File: src/rtl/decode_pkg.sv
// decode_pkg: shared opcode constants, write-back select encoding and the
// decoded-entry record used by the RV32I decode stage and its combinational
// decoder. The optional M extension is controlled by DECODE_M_EXT_EN.
package decode_pkg;

    localparam logic [6:0] OP_LOAD    = 7'b0000011;
    localparam logic [6:0] OP_STORE   = 7'b0100011;
    localparam logic [6:0] OP_ALU_REG = 7'b0110011;
    localparam logic [6:0] OP_ALU_IMM = 7'b0010011;
    localparam logic [6:0] OP_LUI     = 7'b0110111;
    localparam logic [6:0] OP_AUIPC   = 7'b0010111;
    localparam logic [6:0] OP_JAL     = 7'b1101111;
    localparam logic [6:0] OP_JALR    = 7'b1100111;
    localparam logic [6:0] OP_BRANCH  = 7'b1100011;

    localparam logic [6:0] F7_BASE = 7'b0000000;
    localparam logic [6:0] F7_ALT  = 7'b0100000;
    localparam logic [6:0] F7_MUL  = 7'b0000001;

    typedef enum logic [1:0] {
        WB_ALU  = 2'd0,
        WB_LOAD = 2'd1,
        WB_LUI  = 2'd2,
        WB_JUMP = 2'd3
    } wb_sel_e;

    // Everything execute needs except the XLEN-wide immediate and PC,
    // which stay outside so the record is independent of XLEN.
    typedef struct packed {
        logic [6:0] opcode;
        logic [4:0] rs1;
        logic [4:0] rs2;
        logic [4:0] rd;
        logic [2:0] alu_sel;
        logic       alu_ext;
        logic       alu_input_sel;
        logic       reg_we;
        wb_sel_e    wb_sel;
        logic       mem_we;
        logic [2:0] branch_sel;
        logic       illegal;
        logic       mul;
    } dec_entry_t;

    // True when a register index exists in an nreg-entry register file.
    function automatic logic reg_ok(input logic [4:0] idx, input int nreg);
        return int'(idx) < nreg;
    endfunction

endpackage

File: src/rtl/decode_comb.sv
// decode_comb: purely combinational RV32I field, immediate and legality
// decode. Unused register fields and undefined controls are driven to 0;
// illegal instructions collapse to a clean trap record (opcode + illegal).
// With DECODE_M_EXT_EN defined, ALU_REG funct7=0000001 decodes as a
// legal M-extension op.
module decode_comb
    import decode_pkg::*;
#(
    parameter int XLEN = 32,
    parameter int NREG = 32
) (
    input  logic [31:0]     i_instr,
    output dec_entry_t      o_dec,
    output logic [XLEN-1:0] o_imm
);

    logic [6:0]      w_opcode;
    logic [2:0]      w_funct3;
    logic [6:0]      w_funct7;
    logic [6:0]      w_shift_f7;
    logic [4:0]      w_rs1;
    logic [4:0]      w_rs2;
    logic [4:0]      w_rd;
    logic [XLEN-1:0] w_imm_i;
    logic [XLEN-1:0] w_imm_s;
    logic [XLEN-1:0] w_imm_b;
    logic [XLEN-1:0] w_imm_u;
    logic [XLEN-1:0] w_imm_j;

    dec_entry_t      w_dec;
    logic [XLEN-1:0] w_imm;
    logic            w_known;
    logic            w_bad_enc;
    logic            w_bad_reg;
    logic            w_use_rs1;
    logic            w_use_rs2;
    logic            w_use_rd;

    assign w_opcode = i_instr[6:0];
    assign w_rd     = i_instr[11:7];
    assign w_funct3 = i_instr[14:12];
    assign w_rs1    = i_instr[19:15];
    assign w_rs2    = i_instr[24:20];
    assign w_funct7 = i_instr[31:25];

    // On a 64-bit datapath shamt has six bits, so instr[25] is not funct7.
    assign w_shift_f7 = (XLEN == 64) ? {i_instr[31:26], 1'b0} : i_instr[31:25];

    // All immediates sign-extend from instr[31] to XLEN.
    assign w_imm_i = XLEN'($signed(i_instr[31:20]));
    assign w_imm_s = XLEN'($signed({i_instr[31:25], i_instr[11:7]}));
    assign w_imm_b = XLEN'($signed({i_instr[31], i_instr[7], i_instr[30:25],
                                    i_instr[11:8], 1'b0}));
    assign w_imm_u = XLEN'($signed({i_instr[31:12], 12'b0}));
    assign w_imm_j = XLEN'($signed({i_instr[31], i_instr[19:12], i_instr[20],
                                    i_instr[30:21], 1'b0}));

    // Opcode decode, register-use tracking and legality in one pass.
    always_comb begin
        // NOTE: every signal written here gets a default first, so no path can infer a latch.
        w_dec         = '0;
        w_imm         = '0;
        w_known       = 1'b1;
        w_bad_enc     = 1'b0;
        w_bad_reg     = 1'b0;
        w_use_rs1     = 1'b0;
        w_use_rs2     = 1'b0;
        w_use_rd      = 1'b0;
        w_dec.opcode  = w_opcode;

        case (w_opcode)
            OP_LOAD: begin
                w_use_rs1           = 1'b1;
                w_use_rd            = 1'b1;
                w_imm               = w_imm_i;
                w_dec.alu_input_sel = 1'b1;
                w_dec.reg_we        = 1'b1;
                w_dec.wb_sel        = WB_LOAD;
            end
            OP_STORE: begin
                w_use_rs1           = 1'b1;
                w_use_rs2           = 1'b1;
                w_imm               = w_imm_s;
                w_dec.alu_input_sel = 1'b1;
                w_dec.mem_we        = 1'b1;
            end
            OP_ALU_REG: begin
                w_use_rs1     = 1'b1;
                w_use_rs2     = 1'b1;
                w_use_rd      = 1'b1;
                w_dec.alu_sel = w_funct3;
                w_dec.reg_we  = 1'b1;
                case (w_funct7)
                    F7_BASE: w_dec.alu_ext = 1'b0;
                    F7_ALT: begin
                        // Only SUB and SRA have an alternate form.
                        w_dec.alu_ext = 1'b1;
                        if (w_funct3 != 3'b000 && w_funct3 != 3'b101) begin
                            w_bad_enc = 1'b1;
                        end
                    end
`ifdef DECODE_M_EXT_EN
                    F7_MUL: w_dec.mul = 1'b1;
`endif
                    default: w_bad_enc = 1'b1;
                endcase
            end
            OP_ALU_IMM: begin
                w_use_rs1           = 1'b1;
                w_use_rd            = 1'b1;
                w_imm               = w_imm_i;
                w_dec.alu_sel       = w_funct3;
                w_dec.alu_input_sel = 1'b1;
                w_dec.reg_we        = 1'b1;
                if (w_funct3 == 3'b001 && w_shift_f7 != F7_BASE) begin
                    w_bad_enc = 1'b1;
                end
                if (w_funct3 == 3'b101) begin
                    if (w_shift_f7 == F7_ALT) begin
                        w_dec.alu_ext = 1'b1;
                    end else if (w_shift_f7 != F7_BASE) begin
                        w_bad_enc = 1'b1;
                    end
                end
            end
            OP_LUI: begin
                w_use_rd     = 1'b1;
                w_imm        = w_imm_u;
                w_dec.reg_we = 1'b1;
                w_dec.wb_sel = WB_LUI;
            end
            OP_AUIPC: begin
                w_use_rd            = 1'b1;
                w_imm               = w_imm_u;
                w_dec.alu_input_sel = 1'b1;
                w_dec.reg_we        = 1'b1;
            end
            OP_JAL: begin
                w_use_rd     = 1'b1;
                w_imm        = w_imm_j;
                w_dec.reg_we = 1'b1;
                w_dec.wb_sel = WB_JUMP;
            end
            OP_JALR: begin
                w_use_rs1           = 1'b1;
                w_use_rd            = 1'b1;
                w_imm               = w_imm_i;
                w_dec.alu_input_sel = 1'b1;
                w_dec.reg_we        = 1'b1;
                w_dec.wb_sel        = WB_JUMP;
            end
            OP_BRANCH: begin
                w_use_rs1        = 1'b1;
                w_use_rs2        = 1'b1;
                w_imm            = w_imm_b;
                w_dec.branch_sel = w_funct3;
                if (w_funct3 == 3'b010 || w_funct3 == 3'b011) begin
                    w_bad_enc = 1'b1;
                end
            end
            default: w_known = 1'b0;
        endcase

        w_dec.rs1 = w_use_rs1 ? w_rs1 : 5'd0;
        w_dec.rs2 = w_use_rs2 ? w_rs2 : 5'd0;
        w_dec.rd  = w_use_rd  ? w_rd  : 5'd0;

        w_bad_reg = (w_use_rs1 && !reg_ok(w_rs1, NREG)) ||
                    (w_use_rs2 && !reg_ok(w_rs2, NREG)) ||
                    (w_use_rd  && !reg_ok(w_rd,  NREG));

        // Illegal instructions carry no register, write or immediate side effects.
        if (!w_known || w_bad_enc || w_bad_reg) begin
            w_dec         = '0;
            w_dec.opcode  = w_opcode;
            w_dec.illegal = 1'b1;
            w_imm         = '0;
        end
    end

    assign o_dec = w_dec;
    assign o_imm = w_imm;

endmodule

File: src/rtl/decode_stage.sv
// decode_stage: registered RV32I decode between fetch and execute with
// valid/ready on both sides, a busy-bit scoreboard for RAW/WAW stalls,
// flush of the held entry and illegal-instruction flagging.
// DECODE_M_EXT_EN enables decode of M-extension ALU ops.
module decode_stage
    import decode_pkg::*;
#(
    parameter int XLEN = 32,
    parameter int NREG = 32
) (
    input  logic            clk,
    input  logic            rst,
    input  logic            in_valid,
    output logic            in_ready,
    input  logic [31:0]     in_instr,
    input  logic [XLEN-1:0] in_pc,
    output logic            out_valid,
    input  logic            out_ready,
    output logic [XLEN-1:0] out_pc,
    output logic [4:0]      out_rs1,
    output logic [4:0]      out_rs2,
    output logic [4:0]      out_rd,
    output logic [XLEN-1:0] out_imm,
    output logic [6:0]      out_opcode,
    output logic [2:0]      out_alu_sel,
    output logic            out_alu_ext,
    output logic            out_alu_input_sel,
    output logic            out_reg_we,
    output logic [1:0]      out_wb_sel,
    output logic            out_mem_we,
    output logic [2:0]      out_branch_sel,
    output logic            out_illegal,
    output logic            out_mul,
    input  logic            flush,
    input  logic            wb_valid,
    input  logic [4:0]      wb_rd
);

    dec_entry_t      w_dec;
    logic [XLEN-1:0] w_imm;
    logic            w_hazard;
    logic            w_in_ready;
    logic            w_accept;
    logic            w_fire;
    logic [NREG-1:0] w_busy_set;
    logic [NREG-1:0] w_busy_clr;

    logic            r_valid;
    dec_entry_t      r_entry;
    logic [XLEN-1:0] r_imm;
    logic [XLEN-1:0] r_pc;
    logic [NREG-1:0] r_busy;

    decode_comb #(
        .XLEN (XLEN),
        .NREG (NREG)
    ) u_decode_comb (
        .i_instr (in_instr),
        .o_dec   (w_dec),
        .o_imm   (w_imm)
    );

    // Stall when a used source, or the destination of a writer, is still
    // owed by an in-flight instruction or by the entry held here. Unused
    // fields decode to x0, which never hazards.
    always_comb begin
        w_hazard = 1'b0;
        for (int i = 1; i < NREG; i++) begin
            if (r_busy[i] && (w_dec.rs1 == 5'(i) || w_dec.rs2 == 5'(i) ||
                              (w_dec.reg_we && w_dec.rd == 5'(i)))) begin
                w_hazard = 1'b1;
            end
        end
        if (r_valid && r_entry.reg_we && r_entry.rd != 5'd0 &&
            (w_dec.rs1 == r_entry.rd || w_dec.rs2 == r_entry.rd ||
             (w_dec.reg_we && w_dec.rd == r_entry.rd))) begin
            w_hazard = 1'b1;
        end
    end

    assign w_in_ready = (!r_valid || out_ready) && !w_hazard && !flush;
    assign w_accept   = in_valid && w_in_ready;
    // A flushed entry never counts as handed to execute.
    assign w_fire     = r_valid && out_ready && !flush;

    // Per-register set on fire of a writing entry, clear on write-back.
    always_comb begin
        w_busy_set = '0;
        w_busy_clr = '0;
        for (int i = 1; i < NREG; i++) begin
            w_busy_set[i] = w_fire && r_entry.reg_we && !r_entry.illegal &&
                            r_entry.rd == 5'(i);
            w_busy_clr[i] = wb_valid && wb_rd == 5'(i);
        end
    end

    // Entry register: load on accept, drop on fire or flush.
    always_ff @(posedge clk or posedge rst) begin
        if (rst) begin
            r_valid <= 1'b0;
            r_entry <= '0;
            r_imm   <= '0;
            r_pc    <= '0;
        end else begin
            // NOTE: state updates use non-blocking assignments so every flop samples pre-edge values.
            if (flush) begin
                r_valid <= 1'b0;
            end else if (w_accept) begin
                r_valid <= 1'b1;
            end else if (w_fire) begin
                r_valid <= 1'b0;
            end
            if (w_accept) begin
                r_entry <= w_dec;
                r_imm   <= w_imm;
                r_pc    <= in_pc;
            end
        end
    end

    // Scoreboard: set has priority over a coincident clear of the same index.
    always_ff @(posedge clk or posedge rst) begin
        if (rst) begin
            // NOTE: the busy vector is control state, not storage, so it must be reset.
            r_busy <= '0;
        end else begin
            r_busy <= (r_busy & ~w_busy_clr) | w_busy_set;
        end
    end

    assign in_ready          = w_in_ready;
    assign out_valid         = r_valid;
    assign out_pc            = r_pc;
    assign out_imm           = r_imm;
    assign out_rs1           = r_entry.rs1;
    assign out_rs2           = r_entry.rs2;
    assign out_rd            = r_entry.rd;
    assign out_opcode        = r_entry.opcode;
    assign out_alu_sel       = r_entry.alu_sel;
    assign out_alu_ext       = r_entry.alu_ext;
    assign out_alu_input_sel = r_entry.alu_input_sel;
    assign out_reg_we        = r_entry.reg_we;
    assign out_wb_sel        = r_entry.wb_sel;
    assign out_mem_we        = r_entry.mem_we;
    assign out_branch_sel    = r_entry.branch_sel;
    assign out_illegal       = r_entry.illegal;
    // The decoder only raises mul when the M extension is compiled in.
    assign out_mul           = r_entry.mul;

endmodule
File: config.mk
export PLATFORM = sky130hd
export DESIGN_NAME = decode_stage
export DESIGN_NICKNAME = d
export VERILOG_FILES = /design/src/rtl/decode_pkg.sv /design/src/rtl/decode_comb.sv /design/src/rtl/decode_stage.sv
export SDC_FILE = /design/constraint.sdc
export NUM_CORES = 1
export LEC_CHECK = 0
export ABC_CLOCK_PERIOD_IN_PS = 4900
export CAP_MARGIN = 20
export CELL_PAD_IN_SITES_DETAIL_PLACEMENT = 0
export CELL_PAD_IN_SITES_GLOBAL_PLACEMENT = 2
export CORE_MARGIN = 3
export CORE_UTILIZATION = 31
export DETAILED_ROUTE_END_ITERATION = 16
export GPL_ROUTABILITY_DRIVEN = 0
export GPL_TIMING_DRIVEN = 0
export HOLD_SLACK_MARGIN = 0.02
export PLACE_DENSITY = 0.8
export SKIP_LAST_GASP = 1
export SYNTH_ARGS = -nofsm -noshare
export SYNTH_HDL_FRONTEND = slang
export SYNTH_HIERARCHICAL = 1
export SYNTH_SLANG_ARGS = --single-unit
File: constraint.sdc
create_clock -name clk -period 4.9 [get_ports clk]
set_input_delay 0.49 -clock clk [delete_from_list [all_inputs] [get_ports clk]]
set_output_delay 0.49 -clock clk [all_outputs]
set_load 0.005 [all_outputs]
==> results by group <==
Yosys
  • Dominant synthesized flop cell: dfrtp_1
  • Post-Syn Instances: 734
  • Syn Nets: 809
  • Synth cell types: 69
  • FF+latch count, synth: 132
  • Avg Cell Area, Syn: 10.2 um2
  • EDFF count, synth: 0
  • Synth warn: 6
  • Sequential cell area fraction in the yosys report: 44.1%
  • Mapped Area: 7490 um2
  • Post-synth ARST share: 100%

STA
  • Slew margin rel.: 47.7%
  • Final hold slack: 0.284 ns
  • Fin crit share: 98.4%
  • Tightest Pin Transition: 0.783 ns
  • Worst Skew: 0.00775 ns
  • Max-slew violations: 0
  • Fin. Hold Viols: 0
  • Fin crit period: 4.82 ns
  • FMAX: 207 MHz
  • RSZ-0062 raised after global routing: true
  • Final setup violation count: 0
  • Setup TNS: 0 ns

Routing
  • Vias: 6896
  • DR vias/cell: 5.38
  • Final wirelength: 27300 um
  • First-pass DRT Iterations: 7
  • Routed Antenna Nets: 0
  • Mean routed wirelength per cell: 21.3 um
  • DR iter-0 viols: 446
  • DRC: 0

Worst setup path
  • Worst Setup End Kind: output port
  • Worst reg2reg startpoint: out_rd[0]$_DFFE_PP0P_
  • Critical path class: input pin to output port
  • Worst r2r dst: out_rs1[4]$_DFFE_PP0P_
  • R2r setup slk: 1.42 ns
  • Worst path cell trace: buf_8 > or4_4 > o32ai_4 > a31oi_4 > buf_8 > nor4b_4 > and4b_1 > o211a_1 > or4_1 > or4_4 > nor3_4 > nand2_1 > nor4bb_1 > buf_2
  • Slowest cell on the critical path: or4_4
  • Slowest cell delay on critical path: 0.55 ns
  • Worst-path maximum fanout: 6
  • Worst EP required: 4.41 ns
  • Reg2Reg Depth: 15
  • Crit path launch type: input pin
  • Crit path DAT: 4.33 ns

Global route
  • Gr usage total: 20.7%
  • Vias in the first global route: 6817
  • Initial antenna violation count: 0
  • First-pass GRT wire length: 41800 um
  • Largest net degree at the start of global routing: 82
  • Total grt overflow: 0

Floorplan
  • Die Area: 26100 um2
  • Effective utilization at floorplan: 31.7%
  • Core area: 23600 um2
  • # IOs: 177
  • Die Width: 161 um
  • Die height: 161 um
  • Row cnt: 56

Clocking
  • H-tree depth: 4
  • CTS clk-pin slew, worst paths: 0.06 ns
  • Clock buffer depth: 2
  • Clk_lat worst skew: 0.43 ns
  • Clk sink count: 132
  • CTS buffer count: 17
  • Clock tree from TritonCTS: yes
  • Root Buffer: clkbuf_16

Min path
  • WHS Endpoint: out_opcode[4]$_DFFE_PP0P_
  • Hold Crit Start: in_instr[4]
  • Hold Path Class: input pin to flop
  • Hold Path Cell Cnt: 2

Power
  • Peak VDD IR: 0.000213 V
  • Leakage Power: 4.48 nW
  • Total power draw: 3.00 mW
  • PwrDens: 276 nW/um2

Placement
  • Port Buf Inserts: 175
  • HPWL Detailed: 20500 um
  • Dpl cells: 1229

Run
  • Max Cap Violations: 0

Cells and area
  • Final core occ: 46.1%
  • Fin nets: 1025
  • Share of cells above drive strength 1: 15.5%
  • # diodes: 0
  • Final Non-Filler Cells: 1282
  • Layout Area Growth over Synthesis: 45.1%

Outcome
  • Status: complete, no violations
==> worst max-delay path, delay by kind of cell <==
family                 cells  cell delay, ns
and+or+nand+nor            8            2.72
buffers and inverters      3            0.48
AOI/OAI and AO/OA          3            0.65
==> cells in the final DEF, fill, tap and decap left out, types with 4 or more instances in the layout <==
master           instances
a211oi_1                11
nand3b_1                15
dlymetal6s2s_1           8
nor3_1                  35
nor4b_4                  5
buf_4                   37
clkbuf_16               17
clkbuf_2                 8
nor4bb_1                 4
nor3_4                   5
xnor2_1                  5
nor4_1                   5
nand2b_1                10
inv_8                    4
mux2i_1                  7
clkbuf_4                 6
o21ai_0                 77
and3_1                   6
buf_2                    7
dfrtp_1                132
buf_8                    4
inv_1                   14
buf_6                   10
clkbuf_1                11
nand2_1                 39
nand4_1                 15
inv_6                    5
nor3b_1                  5
nand3_1                 30
a22oi_1                 23
nor2b_1                 14
xor2_1                  10
nor2_1                  19
clkdlybuf4s50_1        160
a21oi_1                  4
mux2_1                 102
==> stage by stage <==
| stage | worst slack (ns) | instance area [um2] |
|---|---|---|
| CTS | -0.159 | 10700 |
| finish | 0.0760 | 10900 |
| global route | -0.0339 | 10900 |
| detailed placement | -1.65 | 9680 |
| global placement | -1.87 | 9650 |
| floorplan | 0.311 | 7490 |
==> repair_timing <==
| action | CTS | global route |
|---|---|---|
| buffers inserted | 8 | 14 |
| hold buffers | 0 | 0 |
| gates resized for setup | 89 | 57 |
| endpoints found under the setup margin | 102 | 101 |
| pin swaps | 16 | 25 |
==> layer usage <==
layer / track usage [%] / vias to the layer above / share of wire [%] / routed length [um]
li1: - / 3185 / - / -
met1: 28.0 / 3439 / 44 / 12100
met2: 34.0 / 232 / 48 / 13200
met4: 6.02 / 0 / 2.1 / 561
met3: 3.90 / 40 / 5.5 / 1510
met5: 0 / - / 0 / 0
==> cell usage after synthesis (4+ instances only) <==
cell type,instances,share of area [%]
nor3_1,40,2.7
a31oi_1,5,0.42
nand4_1,15,1.3
nor2_1,19,0.95
dfrtp_1,132,44
nor4_1,7,0.58
a32oi_1,4,0.47
nand3_1,31,2.1
nor2b_1,15,1.3
nand2_1,39,2.0
nand2b_1,11,0.92
inv_1,15,0.75
nor4bb_1,4,0.53
a22oi_1,23,2.3
clkbuf_1,36,1.8
mux2_1,102,15
mux2i_1,7,0.93
or4_1,4,0.40
buf_6,9,1.4
a211oi_1,11,1.1
o22ai_1,4,0.33
a21oi_1,5,0.33
buf_4,10,1.0
and3_1,6,0.50
o21ai_0,77,5.1
xor2_1,10,1.2
nor3b_1,10,1.0
nor4b_1,6,0.70
nand3b_1,15,1.5
xnor2_1,5,0.58
==> cells by family (layout without fill, tap and decap cells) <==
family / Yosys count / after routing / synth area share [%]
flip-flops: 132 / 132 / 44.1
XOR/XNOR: 15 / 15 / 1.75
buffers and inverters: 74 / 303 / 5.16
multiplexers: 112 / 112 / 16.9
other: 1 / 1 / 0.0500
AO/OA/AOI/OAI: 159 / 159 / 13.6
AND/OR/NAND/NOR: 241 / 241 / 18.5
==> layout make-up <==
type	count	area, um2
fillers	2246	12700
plain buffers	58	448
multi-input cells	528	4110
repair buffers	198	1940
well taps	319	399
clock inverters	15	188
inverters	15	61.3
flip-flops and latches	132	3300
clock buffers	17	425
==> sequential cells by signal (all words and copies together) (netlist names) <==
signal	count
out_alu_ext	1
out_alu_input_sel	1
out_alu_sel	3
out_branch_sel	3
out_illegal	1
out_imm	32
out_mem_we	1
out_mul	1
out_opcode	7
out_pc	32
out_rd	5
out_reg_we	1
out_rs1	5
out_rs2	5
out_valid	1
out_wb_sel	2
r_busy	31
==> power breakdown <==
part / leakage [nW] / switching (mW) / internal (mW)
registers: 1.75 / 0.0348 / 1.16
clock network: 0.292 / 0.565 / 0.774
logic: 2.44 / 0.198 / 0.270
==> how the worst max path moves through the flow <==
| stage | from | end | depth (start not counted) |
|---|---|---|---|
| 6_report | in_instr[27] | in_ready | 14 |
| 5_1_grt | in_instr[27] | in_ready | 14 |
| 4_1_cts | in_instr[27] | in_ready | 14 |
| 3_5_place_dp | in_instr[5] | in_ready | 14 |
| 3_3_place_gp | in_instr[5] | in_ready | 14 |
| 2_1_floorplan | in_instr[27] | in_ready | 12 |
No activity file was read; power rests on OpenSTA's default activity.
